--- src/rtl/lcd_pkg.sv ---
// Shared constants and types for the LCD refresh controller.
// Contents: HD44780 command bytes, sequence lengths, the blank character,
// the transfer-state enum and the init-command lookup.
package lcd_pkg;

   localparam logic [7:0] FUNC_SET   = 8'h38;
   localparam logic [7:0] DISP_ON    = 8'h0C;
   localparam logic [7:0] CLR        = 8'h01;
   localparam logic [7:0] ENTRY      = 8'h06;
   localparam logic [7:0] LINE1_ADDR = 8'h80;
   localparam logic [7:0] LINE2_ADDR = 8'hC0;

   localparam int INIT_LEN  = 5;
   localparam int FRAME_LEN = 34;

   localparam logic [7:0] SPACE = 8'h20;

   typedef enum logic [1:0] {
      ST_LOAD  = 2'd0,
      ST_WAIT  = 2'd1,
      ST_DELAY = 2'd2,
      ST_NEXT  = 2'd3
   } xfer_state_e;

   function automatic logic [7:0] init_cmd(input logic [2:0] idx);
      logic [7:0] cmd;
      case (idx)
         3'd0:    cmd = FUNC_SET;
         3'd1:    cmd = DISP_ON;
         3'd2:    cmd = CLR;
         3'd3:    cmd = ENTRY;
         default: cmd = LINE1_ADDR;
      endcase
      return cmd;
   endfunction

endpackage

--- src/rtl/lcd_rr_arbiter.sv ---
// Two-way round-robin arbiter for shadow-buffer writes.
// Ports:
//   clk_i, rst_ni         clock, synchronous active-low reset
//   req_i[1:0]            per-requester request
//   addr0_i/char0_i       requester 0 cell and character
//   addr1_i/char1_i       requester 1 cell and character
//   grant_o[1:0]          one-hot grant (combinational), zero while in reset
//   addr_o/char_o         cell and character of the granted requester
module lcd_rr_arbiter (
   input  logic       clk_i,
   input  logic       rst_ni,
   input  logic [1:0] req_i,
   input  logic [4:0] addr0_i,
   input  logic [7:0] char0_i,
   input  logic [4:0] addr1_i,
   input  logic [7:0] char1_i,
   output logic [1:0] grant_o,
   output logic [4:0] addr_o,
   output logic [7:0] char_o
);

   // ptr_q = 0 favours requester 0 on a tie
   logic ptr_q, ptr_d;

   always_comb begin
      grant_o = 2'b00;
      if (rst_ni) begin
         case (req_i)
            2'b01:   grant_o = 2'b01;
            2'b10:   grant_o = 2'b10;
            2'b11:   grant_o = ptr_q ? 2'b10 : 2'b01;
            default: grant_o = 2'b00;
         endcase
      end
   end

   assign addr_o = grant_o[1] ? addr1_i : addr0_i;
   assign char_o = grant_o[1] ? char1_i : char0_i;

   // After any grant, favour the other requester next time
   always_comb begin
      ptr_d = ptr_q;
      if (grant_o[0])
         ptr_d = 1'b1;
      else if (grant_o[1])
         ptr_d = 1'b0;
   end

   always_ff @(posedge clk_i) begin
      if (!rst_ni)
         ptr_q <= 1'b0;
      else
         ptr_q <= ptr_d;
   end

endmodule

--- src/rtl/lcd_shared_refresh_ctrl.sv ---
// Drives the LCD_Controller start/done handshake: one HD44780 init sequence
// after reset, then endless refresh of a 2x16 display from a 32-cell shadow
// buffer written by two requesters through a round-robin arbiter.
// Ports:
//   iCLK, iRST_N                       clock, synchronous active-low reset
//   iREQ, iADDR0/iCHAR0, iADDR1/iCHAR1 requester write ports
//   oGRANT                             one-hot write grant
//   oLCD_DATA, oLCD_RS, oLCD_START     to LCD_Controller
//   iLCD_DONE                          from LCD_Controller
//   oINIT_DONE                         init sequence finished
//   oFRAME_PULSE                       one cycle at the end of each frame
//
// state    | meaning
// ST_LOAD  | latch data/RS for current index, raise start
// ST_WAIT  | hold start until the controller reports done
// ST_DELAY | idle DLY_CYCLES cycles for the display to settle
// ST_NEXT  | advance index (init -> frame, frame wrap)
module lcd_shared_refresh_ctrl #(
   parameter int DLY_CYCLES = 589824,
   parameter int DLY_W      = 20
) (
   input  logic       iCLK,
   input  logic       iRST_N,
   input  logic [1:0] iREQ,
   input  logic [4:0] iADDR0,
   input  logic [7:0] iCHAR0,
   input  logic [4:0] iADDR1,
   input  logic [7:0] iCHAR1,
   output logic [1:0] oGRANT,
   output logic [7:0] oLCD_DATA,
   output logic       oLCD_RS,
   output logic       oLCD_START,
   input  logic       iLCD_DONE,
   output logic       oINIT_DONE,
   output logic       oFRAME_PULSE
);
   import lcd_pkg::*;

   localparam logic [DLY_W-1:0] DLY_LAST   = DLY_W'(DLY_CYCLES - 1);
   localparam logic [5:0]       INIT_LAST  = 6'(INIT_LEN - 1);
   localparam logic [5:0]       FRAME_LAST = 6'(FRAME_LEN - 1);

   xfer_state_e      state_q, state_d;
   logic [5:0]       idx_q, idx_d;
   logic [DLY_W-1:0] dly_q, dly_d;
   logic [7:0]       data_q, data_d;
   logic             rs_q, rs_d;
   logic             start_q, start_d;
   logic             init_done_q, init_done_d;
   logic             frame_pulse;

   logic [7:0]       shadow_q [32];
   logic [4:0]       wr_addr;
   logic [7:0]       wr_char;
   logic [7:0]       ld_data;
   logic             ld_rs;
   logic [4:0]       cell_idx;

   lcd_rr_arbiter u_arb (
      .clk_i   (iCLK),
      .rst_ni  (iRST_N),
      .req_i   (iREQ),
      .addr0_i (iADDR0),
      .char0_i (iCHAR0),
      .addr1_i (iADDR1),
      .char1_i (iCHAR1),
      .grant_o (oGRANT),
      .addr_o  (wr_addr),
      .char_o  (wr_char)
   );

   // A LOAD at the same edge as a write reads the pre-write value
   always_ff @(posedge iCLK) begin
      if (!iRST_N) begin
         for (int i = 0; i < 32; i++)
            shadow_q[i] <= SPACE;
      end else if (|oGRANT) begin
         shadow_q[wr_addr] <= wr_char;
      end
   end

   // Frame indices 17..32 map to cells 16..31; the 5-bit subtract wraps 32 to 31
   assign cell_idx = idx_q[4:0] - 5'd1;

   always_comb begin
      ld_data = SPACE;
      ld_rs   = 1'b0;
      if (!init_done_q) begin
         ld_data = init_cmd(idx_q[2:0]);
      end else if (idx_q < 6'd16) begin
         ld_rs   = 1'b1;
         ld_data = shadow_q[idx_q[4:0]];
      end else if (idx_q == 6'd16) begin
         ld_data = LINE2_ADDR;
      end else if (idx_q < FRAME_LAST) begin
         ld_rs   = 1'b1;
         ld_data = shadow_q[cell_idx];
      end else begin
         ld_data = LINE1_ADDR;
      end
   end

   always_comb begin
      state_d     = state_q;
      idx_d       = idx_q;
      dly_d       = dly_q;
      data_d      = data_q;
      rs_d        = rs_q;
      start_d     = start_q;
      init_done_d = init_done_q;
      frame_pulse = 1'b0;
      case (state_q)
         ST_LOAD: begin
            data_d  = ld_data;
            rs_d    = ld_rs;
            start_d = 1'b1;
            state_d = ST_WAIT;
         end
         ST_WAIT: begin
            if (iLCD_DONE) begin
               start_d = 1'b0;
               state_d = ST_DELAY;
            end
         end
         ST_DELAY: begin
            if (dly_q == DLY_LAST) begin
               dly_d   = '0;
               state_d = ST_NEXT;
            end else begin
               dly_d = dly_q + DLY_W'(1);
            end
         end
         ST_NEXT: begin
            state_d = ST_LOAD;
            if (!init_done_q) begin
               if (idx_q == INIT_LAST) begin
                  idx_d       = '0;
                  init_done_d = 1'b1;
               end else begin
                  idx_d = idx_q + 6'd1;
               end
            end else if (idx_q == FRAME_LAST) begin
               idx_d       = '0;
               frame_pulse = 1'b1;
            end else begin
               idx_d = idx_q + 6'd1;
            end
         end
         default: state_d = ST_LOAD;
      endcase
   end

   always_ff @(posedge iCLK) begin
      if (!iRST_N) begin
         state_q     <= ST_LOAD;
         idx_q       <= '0;
         dly_q       <= '0;
         data_q      <= '0;
         rs_q        <= 1'b0;
         start_q     <= 1'b0;
         init_done_q <= 1'b0;
      end else begin
         state_q     <= state_d;
         idx_q       <= idx_d;
         dly_q       <= dly_d;
         data_q      <= data_d;
         rs_q        <= rs_d;
         start_q     <= start_d;
         init_done_q <= init_done_d;
      end
   end

   assign oLCD_DATA    = data_q;
   assign oLCD_RS      = rs_q;
   assign oLCD_START   = start_q;
   assign oINIT_DONE   = init_done_q;
   assign oFRAME_PULSE = frame_pulse;

endmodule

--- config.mk ---
export PLATFORM = sky130hd
export DESIGN_NAME = lcd_shared_refresh_ctrl
export DESIGN_NICKNAME = d
export VERILOG_FILES = /design/src/rtl/lcd_pkg.sv /design/src/rtl/lcd_rr_arbiter.sv /design/src/rtl/lcd_shared_refresh_ctrl.sv
export SDC_FILE = /design/constraint.sdc
export NUM_CORES = 1
export LEC_CHECK = 0
export BUFFER_PORTS_ARGS = -buffer_cell sky130_fd_sc_hd__buf_2
export CAP_MARGIN = 20
export CORE_MARGIN = 5
export CORE_UTILIZATION = 25
export CTS_CLUSTER_DIAMETER = 50
export DETAILED_ROUTE_END_ITERATION = 12
export GPL_ROUTABILITY_DRIVEN = 0
export PLACE_DENSITY_LB_ADDON = 0.2
export SLEW_MARGIN = 20
export SYNTH_ARGS = -nofsm -noshare
export SYNTH_HDL_FRONTEND = slang
export SYNTH_HIERARCHICAL = 1
export SYNTH_SLANG_ARGS = --single-unit
--- constraint.sdc ---
create_clock -name iCLK -period 9.2 [get_ports iCLK]
set_clock_uncertainty 0.05 [all_clocks]
set_input_delay 1.84 -clock iCLK [delete_from_list [all_inputs] [get_ports iCLK]]
set_output_delay 1.84 -clock iCLK [all_outputs]
set_load 0.1 [all_outputs]
Yosys cells after proc, flatten, opt, wreduce, memory -nomap -nowiden
Memories as Yosys holds them, arrays and structs flattened. A register that Yosys moved wholly into a read port is not among the register bits.
Cells that the tools add are included.
- bits in registers: 40
- memory bits (writable): 256
- output and inout bits: 14
- memories: 1
- memories (memory ; depth ; bits a word ; rd ports ; clocked after Yosys merged registers in ; wr ports ; RTL line ; source):
    shadow_q ; 32 ; 8 ; 2 ; 1 ; 32 ; lcd_shared_refresh_ctrl.sv:52 ; logic [7:0] shadow_q [32];
- $add $sub $neg: 3
- order comparisons: 2
- equal/unequal tests: 15
- mux-type cells: 39
- reductions and logical operators: 8
- operators by type and width (operator ; number):
    two-way mux 8 bit ; 6
    one-hot mux 8 bit (4 select lines) ; 1
    adder 20 x 1 -> 20 bit, second input constant ; 1
    equality test 20 bit, second input constant ; 1
    two-way mux 20 bit ; 1
    two-way mux 5 bit ; 4
    two-way mux 6 bit ; 3
    two-way mux 1 bit ; 17
    equality test 2 bit, second input constant ; 4
    two-way mux 2 bit ; 4
    one-hot mux 2 bit (4 select lines) ; 1
    OR reduction 8 bit ; 1
    adder 6 x 1 -> 6 bit, second input constant ; 1
    equality test 3 x 2 -> 1 bit, second input constant ; 2
    equality test 6 x 3 -> 1 bit, second input constant ; 1
    equality test 6 x 5 -> 1 bit, second input constant ; 1
    equality test 6 bit, second input constant ; 1
    less-than comparator 6 x 5 -> 1 bit, second input constant ; 1
    less-than comparator 6 bit, second input constant ; 1
    one-hot mux 2 bit (3 select lines) ; 1
    subtractor 5 x 1 -> 5 bit, second input constant ; 1
    equality test 2 x 1 -> 1 bit, second input constant ; 2
    != test 2 bit, second input constant ; 2
    AND reduction 2 bit ; 2
    6 further kinds ; 7

Longest topological paths before layout
Gate-level depths: netlist of run 1.
- depth after elaboration: 9
- depth in mapped cells: 11

Cells and area by module
Netlist of run 1, hierarchy kept.
- by module, submodules not included (module ; times used ; cells an instance ; area an instance (um2) ; seq. area each (um2)):
    lcd_shared_refresh_ctrl ; 1 ; 1097 ; 15205.8 ; 8568.2
    lcd_rr_arbiter ; 1 ; 23 ; 275.3 ; 20.0

Worst setup path before layout of run 1
Ideal clock, no wire load.
- kind: input to register
- from: input port iREQ[0]
- to: memory shadow_q[4][0], enable pin
- arrival: 4.062 ns
- path slack: 4.704 ns
- cell stages on the path: 8
- path through: nand2b_1 -> and3_1 -> buf_6 -> buf_12 -> mux2_4 -> or3b_2 -> clkbuf_1 -> o21ai_0
- RTL lines (element ; RTL line ; source):
    start, declared ; lcd_shared_refresh_ctrl.sv:24 ; input logic [1:0] iREQ,
    end, declared ; lcd_shared_refresh_ctrl.sv:52 ;

Worst setup path in the final report of run 1
- from: input port iREQ[0]
- to: output port oGRANT[1]
- longest elaborated chain between the ends: 3
- RTL lines (element ; RTL line ; source):
    equality test 2 bit or equality test 2 x 1 -> 1 bit (tied branches) ; lcd_rr_arbiter.sv:28 ; case (req_i)
    one-hot mux 2 bit (3 select lines) (*) ; lcd_rr_arbiter.sv:28 ;
    two-way mux 2 bit (*) ; lcd_rr_arbiter.sv:27 ; if (rst_ni) begin
    end, declared ; lcd_shared_refresh_ctrl.sv:29 ; output logic [1:0] oGRANT,
Every way passes the cells marked *; elsewhere a longest branch is shown, timed or not.

==> results of run 1 <==
[critical path, stage by stage]
cell and delay (ns):
buf_2 0.10, nand2b_1 0.07, and3_1 0.89, buf_2 0.58
[power by group]
group	switching (mW)	leakage, nW	internal, mW	total [mW]
Combinational	0.410	2.35	0.223	0.633
Clock	0.635	0.632	0.897	1.53
Sequential	0.0506	3.04	1.53	1.58
[synthesized netlist by cell type (2+ instances only)]
master | instances | area, um2
buf_6 | 2 | 22.52
mux4_2 | 89 | 2004
mux2_4 | 9 | 135.1
and4_1 | 2 | 17.52
o211ai_1 | 8 | 60.06
mux2i_1 | 17 | 170.2
xor2_1 | 9 | 78.83
nand4_1 | 7 | 43.79
buf_4 | 5 | 37.54
nand4b_1 | 3 | 26.28
nand2b_1 | 8 | 50.05
buf_2 | 8 | 40.04
o31ai_1 | 2 | 15.01
mux2_2 | 14 | 157.7
nor3b_1 | 4 | 30.03
a21boi_0 | 2 | 15.01
edfxtp_1 | 256 | 7687
and2_1 | 230 | 1439
a221oi_1 | 3 | 26.28
buf_12 | 3 | 60.06
nand3_1 | 16 | 80.08
o21ai_0 | 51 | 255.2
ha_1 | 12 | 150.1
nand3b_1 | 5 | 37.54
a2111oi_0 | 2 | 17.52
a211oi_1 | 2 | 15.01
dfxtp_1 | 45 | 900.9
or3b_2 | 2 | 17.52
nor3_1 | 5 | 25.02
o22ai_1 | 3 | 18.77
a21oi_1 | 10 | 50.05
nand2_1 | 23 | 86.33
buf_1 | 7 | 26.28
inv_1 | 14 | 52.55
nor4_1 | 3 | 18.77
clkbuf_1 | 66 | 247.7
nor2b_1 | 14 | 87.58
nor2_1 | 63 | 236.5
xnor2_1 | 10 | 87.58
and3_1 | 6 | 37.54
or3_1 | 39 | 244.0
a311o_1 | 2 | 20.02
o21a_1 | 4 | 30.03
mux4_1 | 18 | 473.0
[layout make-up]
cell class / count / area [um2]
antenna: 1 / 2.502
clock buffer: 51 / 1072
clock inverter: 23 / 222.7
fill: 6211 / 43770
inverter: 15 / 56.30
multi-input combinational: 713 / 6410
sequential: 301 / 8594
tap: 790 / 988.4
timing repair buffer: 64 / 362.8
[routing by layer]
layer / wire length, um / track usage (%) / vias to the layer above
li1: - / - / 4267
met1: 20550 / 18.32 / 4750
met2: 21440 / 21.62 / 241
met3: 2514 / 2.816 / 64
met4: 1245 / 4.294 / 0
met5: 0 / 0 / -
[through the flow]
step	util, %	total power, mW	cell area [um2]	worst slack, ns
after floorplan	-	2.057	15480	4.704
after global placement	26.67	2.253	16400	3.662
after detailed placement	26.68	2.253	16400	3.513
after CTS	28.78	3.801	17700	3.784
after global routing	28.80	3.896	17710	3.707
final	28.80	3.748	17710	3.791
[cells by family (layout without fill, tap and decap cells)]
family | after synthesis | after routing
xor+xnor | 19 | 19
fa+ha+maj | 12 | 12
mux | 147 | 147
compound gates | 102 | 102
other cells | 0 | 1
simple gates | 433 | 433
buf+inv | 106 | 153
flops | 301 | 301
[worst min-delay path by stage]
stage | from | end | slack [ns]
final | dly_q[12]$_SDFFE_PN0P_ | dly_q[12]$_SDFFE_PN0P_ | 0.43
after global routing | dly_q[12]$_SDFFE_PN0P_ | dly_q[12]$_SDFFE_PN0P_ | 0.47
after CTS | dly_q[12]$_SDFFE_PN0P_ | dly_q[12]$_SDFFE_PN0P_ | 0.44
after detailed placement | dly_q[12]$_SDFFE_PN0P_ | dly_q[12]$_SDFFE_PN0P_ | 0.43
after global placement | dly_q[12]$_SDFFE_PN0P_ | dly_q[12]$_SDFFE_PN0P_ | 0.41
after floorplan | dly_q[12]$_SDFFE_PN0P_ | dly_q[12]$_SDFFE_PN0P_ | 0.40
[sequential cells by signal, summed over array words and instances (netlist names), named ones only]
signal       flops
dly_q           20
idx_q            6
oINIT_DONE       1
oLCD_DATA        8
oLCD_RS          1
oLCD_START       1
shadow_q       256
state_q          2
u_arb/ptr_q      1
==> metrics.txt, run 1 <==
clock tree buffer depth 3; Clk Latency, worst-skew pair 0.57 ns; port buffer count 44; hold_ws 0.4306 ns; Clock Sinks 301; Post-synth ARST share 0%; Synth Area in XOR/XNOR 1.075%; Post-synth EDFFs 256; measured slew at the worst slew-check pin 1.112 ns; pin count of the biggest net entering global routing 62; Yosys Warn Count 6; # setup viols final 0; Initial Util 25.18%; number of global-route vias before repair 9379; Nets 1178; GRT Residual Overflow 0; unrepaired setup endpoints after global routing no; Vias/cell 4.761; Post-Synth Adder-Cell Area 0.9699%; post-route minimum period 5.409 ns; CP Launch Type input port; critical path peak fanout 16; io pins 45; Die X 258.8 um; run status completed; Crit. Startpoint iREQ[0]; # DRC 0; Synth Flop Type edfxtp_1; R2R setup slack 5.23 ns; Yosys reg bits 301; DP HPWL 30410 um; Post-CTS Resized 0; Crit Reg-Reg Endpoint shadow_q[16][3]$_SDFFCE_PN0P_; Register-to-Register Path Depth 5; antenna violations before repair 1; Routed WL 45750 um; All-Layer GR Usage 13.46%; CP endpoint oGRANT[1]; Wirelength per Cell 23.37 um; post-CTS setup buffers 0; Worst setup EP type output pin; MaxCap Viol Count 0; main combinational cell family by area after synthesis multiplexers; simple-gate share of the synthesized area 16.16%; Cell Area, Synth 15480 um2; Layout area overhead 14.39%; endpoints failing hold 0; Detailed Route Iter0 Violations 758; most frequent cells in the layout edfxtp_1, and2_1, mux4_2; PwrDens 211.7 nW/um2; dpl cells 1881; leakage 6.023 nW; Rel. slew slack 25.11%; Die H 258.8 um; Post-Syn Nets 1163; first-pass GRT wire length 66150 um; layout cells sized above 1 20.82%; synthesized instance count 1120; synth unique cells 61; Vias 9322; Worst VDD drop 0.09233 mV; Post-DRT Antenna Nets 0; CTS root buf clkbuf_16; Slew Limit Fails 0; hold_buf cts 0; Hold Path Cell Cnt 2; Core Region 61480 um2; commonest non-fill, non-tap cell in the layout edfxtp_1; # rows 91; fraction of the yosys area taken by sequential cells 55.48%; router iterations before antenna repair 5; CTS tree yes; mux contribution to synthesized area 18.99%; RR Startpoint u_arb/ptr_q$_SDFFE_PN0P_; crit share post-route 58.79%; Non-Filler Instances 1958; hold crit path type flip-flop to flip-flop; Worst Path Arrival 3.52 ns; highest clock rate 184.9 MHz; area of the die 67000 um2; WS Path Type input port to output pin; Reg clk slew, reported paths 0.05 ns; H-tree depth 2; area fraction in compound gates after synthesis 4.162%; CP required 7.31 ns; Avg Inst Size Synth 13.82 um2; TritonCTS buffer count 40; setup_tns 0 ns
(Power assumes the default switching activity.)
==> run 2: changes to the inputs <==
Clock period 9.2 ns to 5.5 ns, I/O delays scaled along.
==> run 2 against run 1 <==
  * Flip-flop and latch count is the same
  * Combinational power up 71%
  * Power grew 67%
  * Core utilization increased by 0.25 points
  * Register-to-register slack worse by 3.0 ns
  * Cell area up 0.88%
  * First-iteration DRC count down 2.4%
  * Worst hold slack better by 0.0071 ns
  * Critical path depth rose by 2
  * Sequential share of layout area is 0.42 points lower
==> metrics.txt, run 2 (synthesis results as in run 1) <==
Layout area overhead 15.40%; router iterations before antenna repair 5 (unchanged); critical path peak fanout 37 (+21); CP max-delay cell buf_4; CP Launch Type flip-flop; crit path buf inv count 2 (unchanged); Worst VDD drop 0.1652 mV (+79%); Reg with most FFs shadow_q; CTS root buf clkbuf_16; R2R setup slack 2.21 ns (-3.02 ns); Worst Hold Launch dly_q[12]$_SDFFE_PN0P_; highest clock rate 258.8 MHz; io pins 45 (unchanged); Largest delay share family, worst path buffers and inverters; setup_tns 0 ns (unchanged); Hold Path Cell Cnt 2 (unchanged); worst slack at placement 0.9207 ns (-2.592 ns); unrepaired setup endpoints after global routing no; Clock Sinks 301 (unchanged); run status completed; # rows 91 (unchanged); TritonCTS buffer count 39 (-2.5%); H-tree depth 2 (unchanged); Non-Filler Instances 1977 (+0.97%); worst-path cell chain buf_4 > ha_1 > nor2b_1 > nand4_1 > nor2_1 > buf_2; measured slew at the worst slew-check pin 1.254 ns (+0.1425 ns); slowest stage delay, CP 0.61 ns (-0.28 ns); Routed WL 45120 um (-1.4%); # DRC 0 (unchanged); Vias 9382 (+0.64%); # setup viols final 0 (unchanged); layout cells sized above 1 22.33% (+1.5 points); first-pass GRT wire length 66040 um (-0.17%); WS Path Type flip-flop to output pin; post-CTS setup buffers 0 (unchanged); port buffer count 44 (unchanged); hold_ws 0.4377 ns (+0.007066 ns); post-route minimum period 3.864 ns; MaxCap Viol Count 0 (unchanged); Reg clk slew, reported paths 0.06 ns (about the same); DP HPWL 30600 um (+0.62%); crit share post-route 70.25%; commonest non-fill, non-tap cell in the layout edfxtp_1; Rel. slew slack 14.23% (-11 points); Power Total 6.249 mW (+67%); CP required 4.35 ns (-2.96 ns); antenna violations before repair 1 (unchanged); Die X 258.8 um (unchanged); most frequent cells in the layout edfxtp_1, and2_1, mux4_2; setup ws final 1.636 ns (-2.155 ns); PwrDens 349.8 nW/um2 (+65%); CTS tree yes; Vias/cell 4.746 (-0.32%); Antenna Cells 0 (-1); Worst Path Arrival 2.71 ns (-0.81 ns); RR Startpoint u_arb/ptr_q$_SDFFE_PN0P_; Die H 258.8 um (unchanged); Post-CTS Resized 0 (unchanged); area of the die 67000 um2 (unchanged); Register-to-Register Path Depth 6 (+1); Crit Reg-Reg Endpoint shadow_q[5][1]$_SDFFCE_PN0P_; endpoints failing hold 0 (unchanged); Post-DRT Antenna Nets 0 (unchanged); All-Layer GR Usage 13.29% (-0.17 points); Initial Util 25.18% (unchanged); Clk Latency, worst-skew pair 0.55 ns (-0.02 ns); max reg flops 256 (unchanged); Detailed Route Iter0 Violations 740 (-2.4%); Worst setup EP type output pin; Min-Delay Endpoint dly_q[12]$_SDFFE_PN0P_; Slew Limit Fails 0 (unchanged); GRT Residual Overflow 0 (unchanged); hold crit path type flip-flop to flip-flop; number of global-route vias before repair 9506 (+1.4%); pin count of the biggest net entering global routing 45 (-27%); Wirelength per Cell 22.82 um (-2.3%); hold_buf cts 0 (unchanged); Core Region 61480 um2 (unchanged); dpl cells 1907 (+1.4%); clock tree buffer depth 3 (unchanged); Nets 1201 (+2.0%); leakage 6.127 nW (+1.7%)
[run 2: through the flow]
step,instance area (um2),util [%]
global route,17860,29.06
global placement,16600,27.00
CTS,17860,29.06
detailed placement,16600,27.00
floorplan,15480,-
finish,17860,29.06
[run 2: tightest hold or removal path, cell delays in order, from the launching register on]
cell and delay [ns]:
dfxtp_1 0.31, o21ai_0 0.07, a21oi_1 0.06
[run 2: routing by layer]
metal,wire length (um),track usage (%),vias up
met5,0,0,-
met4,1082,4.014,0
met3,2518,2.816,66
met2,21270,21.33,244
met1,20250,18.18,4778
li1,-,-,4294
[run 2: cell type report]
| class | count | area (um2) |
|---|---|---|
| inverters | 15 | 56.30 |
| flip-flops and latches | 301 | 8594 |
| fillers | 6221 | 43620 |
| well taps | 790 | 988.4 |
| clock inverters | 22 | 190.2 |
| clock buffers | 48 | 1072 |
| multi-input cells | 713 | 6412 |
| repair buffers | 88 | 550.5 |
[run 2: power breakdown]
group	total [mW]	switching (mW)	internal [mW]
clock network	2.53	1.00	1.52
registers	2.64	0.0795	2.56
logic	1.08	0.693	0.388
total	6.25	1.77	4.47
[run 2: worst max-delay path by stage]
| stage | cells past startpoint | slack, ns | end | start |
|---|---|---|---|---|
| 6_report | 6 | 1.64 | oFRAME_PULSE | idx_q[0]$_SDFFE_PN0N_ |
| 5_1_grt | 6 | 1.43 | oFRAME_PULSE | idx_q[0]$_SDFFE_PN0N_ |
| 4_1_cts | 6 | 1.50 | oFRAME_PULSE | idx_q[0]$_SDFFE_PN0N_ |
| 3_5_place_dp | 6 | 0.92 | shadow_q[8][0]$_SDFFCE_PN0P_ | iRST_N |
| 3_3_place_gp | 6 | 0.99 | shadow_q[8][1]$_SDFFCE_PN0P_ | iRST_N |
| 2_1_floorplan | 8 | 1.74 | shadow_q[4][0]$_SDFFCE_PN0P_ | iREQ[0] |
==> run 3: changes to the inputs <==
Clock period 5.5 ns to 3.29 ns, I/O delays scaled along.
==> run 3 against run 2 <==
  * Clock-buffer cell count is 1 higher
  * Sequential power grew 67%
  * First-iteration DRC count rose by 22%
==> metrics.txt, run 3 (synthesis results as in run 1) <==
TritonCTS buffer count 40 (+2.6%); Wirelength per Cell 22.53 um (-1.3%); worst slack at placement 0.2086 ns (-0.7122 ns); Min-Delay Endpoint u_arb/ptr_q$_SDFFE_PN0P_; slowest stage delay, CP 0.43 ns (-0.18 ns); DP HPWL 30860 um (+0.86%); final core utilization 29.72% (+0.66 points); Post-CTS Resized 0 (unchanged); post-route minimum period 3.005 ns; Power Total 10.74 mW (+72%); # DRC 0 (unchanged); most frequent cells in the layout edfxtp_1, and2_1, mux4_2; H-tree depth 2 (unchanged); final instance area 18270 um2 (+2.3%); WS Path Type flip-flop to output pin; FF+latch area 8594 um2 (unchanged); Reg clk slew, reported paths 0.06 ns (about the same); Clk Latency, worst-skew pair 0.55 ns (about the same); Vias/cell 4.730 (-0.34%); critical path peak fanout 37 (unchanged); max reg flops 256 (unchanged); Reg with most FFs shadow_q; Multi-input gate area 6410 um2 (about the same); Net Sw Frac 28.30% (-0.082 points); post-CTS setup buffers 0 (unchanged); first-pass GRT wire length 67140 um (+1.7%); MaxCap Viol Count 0 (unchanged); run status completed; area of the die 67000 um2 (unchanged); Layout area overhead 18.03%; number of global-route vias before repair 9756 (+2.6%); highest clock rate 332.8 MHz; Register-to-Register Path Depth 7 (+1); CTS tree yes; crit share post-route 91.34%; Clk pwr share 41.2% (+0.8 points); Vias 9483 (+1.1%); hold_buf cts 0 (unchanged); Worst VDD drop 0.2834 mV (+72%); router iterations before antenna repair 5 (unchanged); # fillers 6157 (-1.0%); layout cells sized above 1 24.20% (+1.9 points); Worst setup EP type output pin; hold crit path type input port to flip-flop; R2R setup slack 0.61 ns (-1.60 ns); GRT Residual Overflow 0 (unchanged); RR Startpoint u_arb/ptr_q$_SDFFE_PN0P_; worst-path cell chain buf_12 > ha_1 > nor2b_1 > nand4_1 > nor2_1 > buf_2; All-Layer GR Usage 13.43% (+0.13 points); Post-DRT Antenna Nets 0 (unchanged); switching power total 3.039 mW (+71%); pin count of the biggest net entering global routing 59 (+31%); Pint 7.698 mW (+72%); Die H 258.8 um (unchanged); leakage 6.336 nW (+3.4%); CTS root buf clkbuf_16; Clock Sinks 301 (unchanged); Comb power frac 17.8% (+0.5 points); clock tree buffer depth 3 (unchanged); Sequential Power Share 40.9% (-1.4 points); Nets 1229 (+2.3%); endpoints failing hold 0 (unchanged); Worst Path Arrival 2.30 ns (-0.41 ns); CP max-delay cell buf_2; Core Region 61480 um2 (unchanged); measured slew at the worst slew-check pin 0.9412 ns (-0.3129 ns); commonest non-fill, non-tap cell in the layout edfxtp_1; # rows 91 (unchanged); Die X 258.8 um (unchanged); port buffer count 44 (unchanged); Antenna Cells 0 (unchanged); Initial Util 25.18% (unchanged); Post-DP Area 16950 um2 (+2.1%); setup_tns 0 ns (unchanged); CP required 2.58 ns (-1.77 ns); Crit Reg-Reg Endpoint shadow_q[11][1]$_SDFFCE_PN0P_; Rel. slew slack 37.17% (+23 points); Hold Path Cell Cnt 3 (+1); # setup viols final 0 (unchanged); Detailed Route Iter0 Violations 903 (+22%); Worst Hold Launch iREQ[1]; io pins 45 (unchanged); Slew Limit Fails 0 (unchanged); antenna violations before repair 1 (unchanged); CP Launch Type flip-flop; PwrDens 587.6 nW/um2 (+68%); unrepaired setup endpoints after global routing no; Routed WL 45160 um (about the same); setup ws final 0.2848 ns (-1.351 ns)
## run 3: changes by cell type in the layout (fill, tap and decap cells not counted), sizes merged
cell,change
clkbuf,+1
inv,+3
clkinvlp,+1
bufinv,+1
clkinv,-5
buf,+27
## run 3: worst max-delay path by stage
stage / startpoint / slack [ns] / end / cells after the start
after floorplan: iREQ[0] / -0.02 / shadow_q[4][0]$_SDFFCE_PN0P_ / 8
after global placement: iREQ[0] / 0.24 / shadow_q[11][4]$_SDFFCE_PN0P_ / 8
after detailed placement: iREQ[0] / 0.21 / shadow_q[11][0]$_SDFFCE_PN0P_ / 8
after CTS: idx_q[0]$_SDFFE_PN0N_ / 0.18 / oFRAME_PULSE / 6
after global routing: idx_q[0]$_SDFFE_PN0N_ / 0.07 / oFRAME_PULSE / 6
final: idx_q[0]$_SDFFE_PN0N_ / 0.28 / oFRAME_PULSE / 6
## run 3: layout make-up
cell class | count | area share, %
Timing Repair Buffer | 115 | 4.903
Inverter | 15 | 0.3081
Clock inverter | 22 | 1.253
Multi-Input combinational cell | 713 | 35.08
Tap cell | 790 | 5.409
Clock buffer | 49 | 6.012
Sequential cell | 301 | 47.04
## run 3: power groups by stage
stage / logic [mW] / registers [mW] / clock network (mW)
after global placement: 1.94 / 4.48 / 0
after CTS: 1.94 / 4.40 / 4.54
after global routing: 2.03 / 4.42 / 4.72
after floorplan: 1.08 / 4.67 / 0
after detailed placement: 1.93 / 4.48 / 0
final: 1.91 / 4.40 / 4.43
## run 3: through the flow
step                hold slack (ns)  instances
finish                       0.3667       2005
global route                 0.3668       2005
CTS                          0.3247       2005
detailed placement           0.4262       1934
global placement             0.4129       1934
floorplan                    0.4039       1120
## run 3: layer usage
metal,GRT usage (%),vias to the layer above,wire [um]
met5,0,-,0
li1,-,4350,-
met1,18.49,4872,20940
met2,21.45,202,20950
met4,3.969,0,1188
met3,2.835,59,2092
## run 3: worst max-delay path, delay by kind of cell (launching register included)
| family | cells | cell delay (ns) |
|---|---|---|
| adder cells (fa/ha/maj) | 1 | 0.22 |
| buffers and inverters | 2 | 0.72 |
| flip-flops | 1 | 0.34 |
| AND/OR/NAND/NOR | 3 | 0.45 |
